`src/rtl/data_memory_arbiter.sv`:
```
// data_memory_arbiter: shares the single-port data memory between the datapath
// (port 0) and the photonic network interface (port 1). Fixed priority to port 0,
// lockable bursts, and registered read data one cycle after the grant.
// Optional feature: define DM_ARB_STARVE_GUARD_EN to force a port-1 grant after
// STARVE_LIMIT consecutive denied cycles.
module data_memory_arbiter #(
  parameter int ADDR_WIDTH   = 16,
  parameter int DATA_WIDTH   = 16,
  parameter int STARVE_LIMIT = 4
) (
  input  logic                  clk,
  input  logic                  rst,
  input  logic                  req0,
  input  logic                  req1,
  input  logic                  we0,
  input  logic                  we1,
  input  logic                  lock0,
  input  logic                  lock1,
  input  logic [ADDR_WIDTH-1:0] addr0,
  input  logic [ADDR_WIDTH-1:0] addr1,
  input  logic [DATA_WIDTH-1:0] wdata0,
  input  logic [DATA_WIDTH-1:0] wdata1,
  output logic                  gnt0,
  output logic                  gnt1,
  output logic                  rvalid0,
  output logic                  rvalid1,
  output logic [DATA_WIDTH-1:0] rdata0,
  output logic [DATA_WIDTH-1:0] rdata1,
  output logic                  mem_we,
  output logic [ADDR_WIDTH-1:0] mem_addr,
  output logic [DATA_WIDTH-1:0] mem_wdata,
  input  logic [DATA_WIDTH-1:0] mem_rdata
);

  typedef enum logic [1:0] {IDLE, LOCK0, LOCK1} state_t;

  state_t                r_state;
  state_t                w_next;
  logic                  w_gnt0;
  logic                  w_gnt1;
  logic                  w_lock0_eff;
  logic                  w_lock1_eff;
  logic                  w_force1;
  logic                  r_rvalid0;
  logic                  r_rvalid1;
  logic [DATA_WIDTH-1:0] r_rdata0;
  logic [DATA_WIDTH-1:0] r_rdata1;

  // A held lock only binds while its owner keeps requesting; dropping req
  // hands the memory back to normal arbitration in that same cycle.
  assign w_lock0_eff = (r_state == LOCK0) && req0;
  assign w_lock1_eff = (r_state == LOCK1) && req1;

`ifdef DM_ARB_STARVE_GUARD_EN
  localparam int CNT_W = $clog2(STARVE_LIMIT + 1);
  logic [CNT_W-1:0] r_starve_cnt;

  // Count consecutive cycles port 1 waits; any grant or idle cycle restarts it.
  always_ff @(posedge clk or negedge rst) begin
    if (!rst)                         r_starve_cnt <= '0;
    else if (!req1 || w_gnt1)         r_starve_cnt <= '0;
    else if (r_starve_cnt != CNT_W'(STARVE_LIMIT)) r_starve_cnt <= r_starve_cnt + 1'b1;
  end

  // At the limit port 1 overrides both port-0 priority and a port-0 lock.
  assign w_force1 = (r_starve_cnt == CNT_W'(STARVE_LIMIT)) && req1 && !w_lock1_eff;
`else
  assign w_force1 = 1'b0;
`endif

  // Grant decision and next state; grants are suppressed while in reset.
  always_comb begin
    w_gnt0 = 1'b0;
    w_gnt1 = 1'b0;
    w_next = IDLE;
    if (w_lock1_eff)      w_gnt1 = 1'b1;
    else if (w_force1)    w_gnt1 = 1'b1;
    else if (w_lock0_eff) w_gnt0 = 1'b1;
    else if (req0)        w_gnt0 = 1'b1;
    else if (req1)        w_gnt1 = 1'b1;
    if (!rst) begin
      w_gnt0 = 1'b0;
      w_gnt1 = 1'b0;
    end
    if (w_gnt0 && lock0)      w_next = LOCK0;
    else if (w_gnt1 && lock1) w_next = LOCK1;
  end

  // State register; reset discards any lock.
  always_ff @(posedge clk or negedge rst) begin
    if (!rst) r_state <= IDLE;
    else      r_state <= w_next;
  end

  // Capture read data one cycle after a granted read; writes never raise rvalid.
  always_ff @(posedge clk or negedge rst) begin
    if (!rst) begin
      r_rvalid0 <= 1'b0;
      r_rvalid1 <= 1'b0;
      r_rdata0  <= '0;
      r_rdata1  <= '0;
    end else begin
      r_rvalid0 <= w_gnt0 && !we0;
      r_rvalid1 <= w_gnt1 && !we1;
      if (w_gnt0 && !we0) r_rdata0 <= mem_rdata;
      if (w_gnt1 && !we1) r_rdata1 <= mem_rdata;
    end
  end

  assign gnt0      = w_gnt0;
  assign gnt1      = w_gnt1;
  assign rvalid0   = r_rvalid0;
  assign rvalid1   = r_rvalid1;
  assign rdata0    = r_rdata0;
  assign rdata1    = r_rdata1;
  assign mem_we    = (w_gnt0 && we0) || (w_gnt1 && we1);
  assign mem_addr  = w_gnt1 ? addr1 : addr0;
  assign mem_wdata = w_gnt1 ? wdata1 : wdata0;

endmodule

```
`config.mk`:
```
export PLATFORM = sky130hd
export DESIGN_NAME = data_memory_arbiter
export DESIGN_NICKNAME = d
export VERILOG_FILES = /design/src/rtl/data_memory_arbiter.sv
export SDC_FILE = /design/constraint.sdc
export NUM_CORES = 1
export LEC_CHECK = 0
export ABC_AREA = 1
export CORE_ASPECT_RATIO = 0.9
export CORE_MARGIN = 3
export CORE_UTILIZATION = 33
export CTS_BUF_LIST = sky130_fd_sc_hd__clkbuf_8
export DETAILED_ROUTE_END_ITERATION = 8
export HOLD_SLACK_MARGIN = 0.12
export PLACE_DENSITY = 0.87
export SYNTH_ARGS = -nofsm -noshare
export SYNTH_HDL_FRONTEND = slang
export SYNTH_SLANG_ARGS = --single-unit
```
`constraint.sdc`:
```
create_clock -name clk -period 1.6 [get_ports clk]
set_input_delay 0.24 -clock clk [delete_from_list [all_inputs] [get_ports clk]]
set_output_delay 0.24 -clock clk [all_outputs]
set_load 0.02 [all_outputs]
```
==> results_dict.tcl <==
set metrics [dict create \
    status "finished, violations left" \
    violations "setup timing" \
    synth_area_leaders "dfrtp_1 47%, nand2_1 35%, nand4_1 5.3%" \
    numCtsBuffers 5 \
    r2r-end "rdata1[11]" \
    clock_latency_ns 0.28 \
    pwr-share-clk_pct 20.2 \
    finalNetCount 523 \
    yosysMostFrequentCell "nand2_1" \
    p_per_area_nw_per_um2 785 \
    grt_pass1_wl_um 11000 \
    reg2reg_slack_ns 0.11 \
    dpl_worst_slack_ns -0.701 \
    holdCritPathClass "input pin to asynchronous set/reset pin" \
    swShare_pct 33.6 \
    final_layout_size_suffix_gt1_share_pct 30.5 \
    async_flop_share_pct 100 \
    holdWs_ns 0.291 \
    numPortBuffers 156 \
    max-slew-margin-rel_pct 59.1 \
    dieHeight_um 78.0 \
    max_freq_ghz 0.567 \
    comb_power_share_pct 44.0 \
    dr.pass1.iters 4 \
    r2r_cells 8 \
    startpoint_type "flop" \
    drc_errors 0 \
    antenna_cells 0 \
    fp.dieArea_sq_um 6700 \
    internal_power_uw 2130 \
    netlist_area_sq_um 1900 \
    fillCellCount 372 \
    critPathCaptureType "output port" \
    fin_worst_skew_ns 0.00699 \
    synth_top_area_share_pct 47.5 \
    fin_tns_setup_ns -3.50 \
    cts_tree "built" \
    fin_crit_ns 1.76 \
    htreeDepth 2 \
    wire_per_inst_um 14.9 \
    ys_types 17 \
    clk_path_buf_depth 2 \
    antenna_found_initial 0 \
    critPathKind "flop to output port" \
    synthTopCellsByCount "179 x nand2_1, 36 x dfrtp_1, 16 x nand4_1" \
    grt_usage_pct 20.3 \
    num_rows 25 \
    critical_path_arrival_ns 1.52 \
    io_pins 157 \
    root_buffer "clkbuf_8" \
    setup_viol 33 \
    antenna_left 0 \
    r2r_start "r_state[0]" \
    multi_input_area_sq_um 1090 \
    critPathMaxFanout 8 \
    dp_hpwl_um 5490 \
    cts_sinks 36 \
    drt_iter0_markers 112 \
    gp_congestion 0.789 \
    p_seq_share_pct 35.7 \
    syn_nets 351 \
    tightest_slew_ns 0.613 \
    max-vdd-ir-drop_uv 518 \
    grt_pass1_vias 2380 \
    hold_viol 0 \
    fin_ws_ns -0.163 \
    drv_cap 0 \
    drv_slew 0 \
    syn_to_final_growth_pct 115 \
    synth_ff_type "dfrtp_1" \
    fin_crit_sh_pct 110 \
    cp_data_required_time_ns 1.36 \
    clkTransAtPathRegs_ns 0.07 \
    p_sw_uw 1080 \
    via_per_inst 4.75 \
    utilization_pct 75.4 \
    via_count 2389 \
    die_x_um 85.9 \
    synth_top_cell_by_area "dfrtp_1" \
    synth-seq-cells 36 \
    synthCells 263 \
    core_area_sq_um 5410 \
    grt_setup_unrepaired "true" \
    grt_max_degree 53 \
    syn_avg_cell_area_sq_um 7.22 \
    p_leak_uw 0.00199 \
    ys_seq_area_share_pct 47.5 \
    totalWireLength_um 7510 \
    grt_overflow 0 \
    synth_warnings 0 \
    initial_utilization_pct 35.1 \
    regArea_sq_um 901 \
    synth_edf_count 0 \
]
[worst max path at each step]
stage | from | endpoint | slack [ns] | cells past startpoint
global route | r_state[0] | mem_wdata[1] | -0.25 | 8
detailed placement | req1 | mem_addr[3] | -0.70 | 8
finish | r_state[0] | mem_wdata[1] | -0.16 | 8
floorplan | r_state[0] | mem_we | 0.13 | 5
global placement | req1 | mem_wdata[14] | -0.65 | 8
CTS | r_state[0] | mem_wdata[13] | -0.12 | 8
[power groups by stage]
stage,logic [uW],registers (uW),clock network [uW]
global route,1510,1160,712
CTS,1310,1150,666
floorplan,342,1340,0
finish,1410,1140,649
detailed placement,1280,1160,0
global placement,1260,1150,0
[cells in the final DEF (no fill, tap or decap)]
cell,instances
nand2_1,120
clkdlybuf4s50_1,118
nand2_2,53
dfrtp_1,36
buf_6,35
nand4_1,16
buf_4,11
nand2_4,8
inv_1,7
clkbuf_8,6
clkbuf_16,3
nand2_8,2
nand3_4,2
nor2_1,2
clkinv_8,2
buf_2,2
nand3_2,1
clkinv_16,1
inv_2,1
nand3b_4,1
inv_4,1
clkinv_1,1
o21ai_2,1
clkinvlp_4,1
dlygate4sd3_1,1
dlymetal6s2s_1,1
dlygate4sd2_1,1
buf_12,1
buf_8,1
[layer usage]
metal  vias up  wire length, um  GRT usage, %
li1       1160                -             -
met5         -                0             0
met4         0              184          6.17
met3        16              518          5.31
met2       111             4000          37.2
met1      1102             2810          22.6
[per-stage QoR]
step           instances  power [uW]  cell area (sq um)
2_1_floorplan        263        1680               1900
3_3_place_gp         486        2410               3540
3_5_place_dp         486        2440               3540
4_1_cts              496        3130               3710
5_1_grt              503        3390               4080
6_report             503        3200               4080
[critical path, stage by stage (launching register included)]
cell       delay (ns)
dfrtp_1          0.37
inv_1            0.07
nand3_2          0.10
nand2_4          0.15
nand2_8          0.10
clkbuf_16        0.19
nand2_2          0.07
nand2_2          0.06
buf_6            0.13
[registers in the layout, summed over array words and instances (netlist names)]
register  cells
rdata1       16
rvalid0       1
rvalid1       1
r_state       2
rdata0       16
[timing repair]
item / in CTS / in global routing
setup buffers: 1 / 1
hold endpoints to repair: 1 / 0
gates cloned: 0 / 7
hold buffers: 1 / 0
endpoints found under the setup margin: 35 / 35
gates resized for setup: 215 / 80
pin swaps: 2 / 28
[area by class of cell]
class | instances | area share, %
Sequential cell | 36 | 22.1
Clock buffer | 6 | 2.02
Timing Repair Buffer | 174 | 44.3
Timing Repair inverter | 2 | 0.797
Multi-Input combinational cell | 206 | 26.8
Tap cell | 67 | 2.05
Inverter | 10 | 1.63
Clock inverter | 2 | 0.276
[kinds of logic after synthesis]
| logic type | count (synthesis) | share of synthesized area [%] |
|---|---|---|
| AOI/OAI and AO/OA | 1 | 0.263 |
| buffers and inverters | 23 | 7.18 |
| and+or+nand+nor | 203 | 45.1 |
| DFF | 36 | 47.5 |
(Power assumes the default switching activity.)
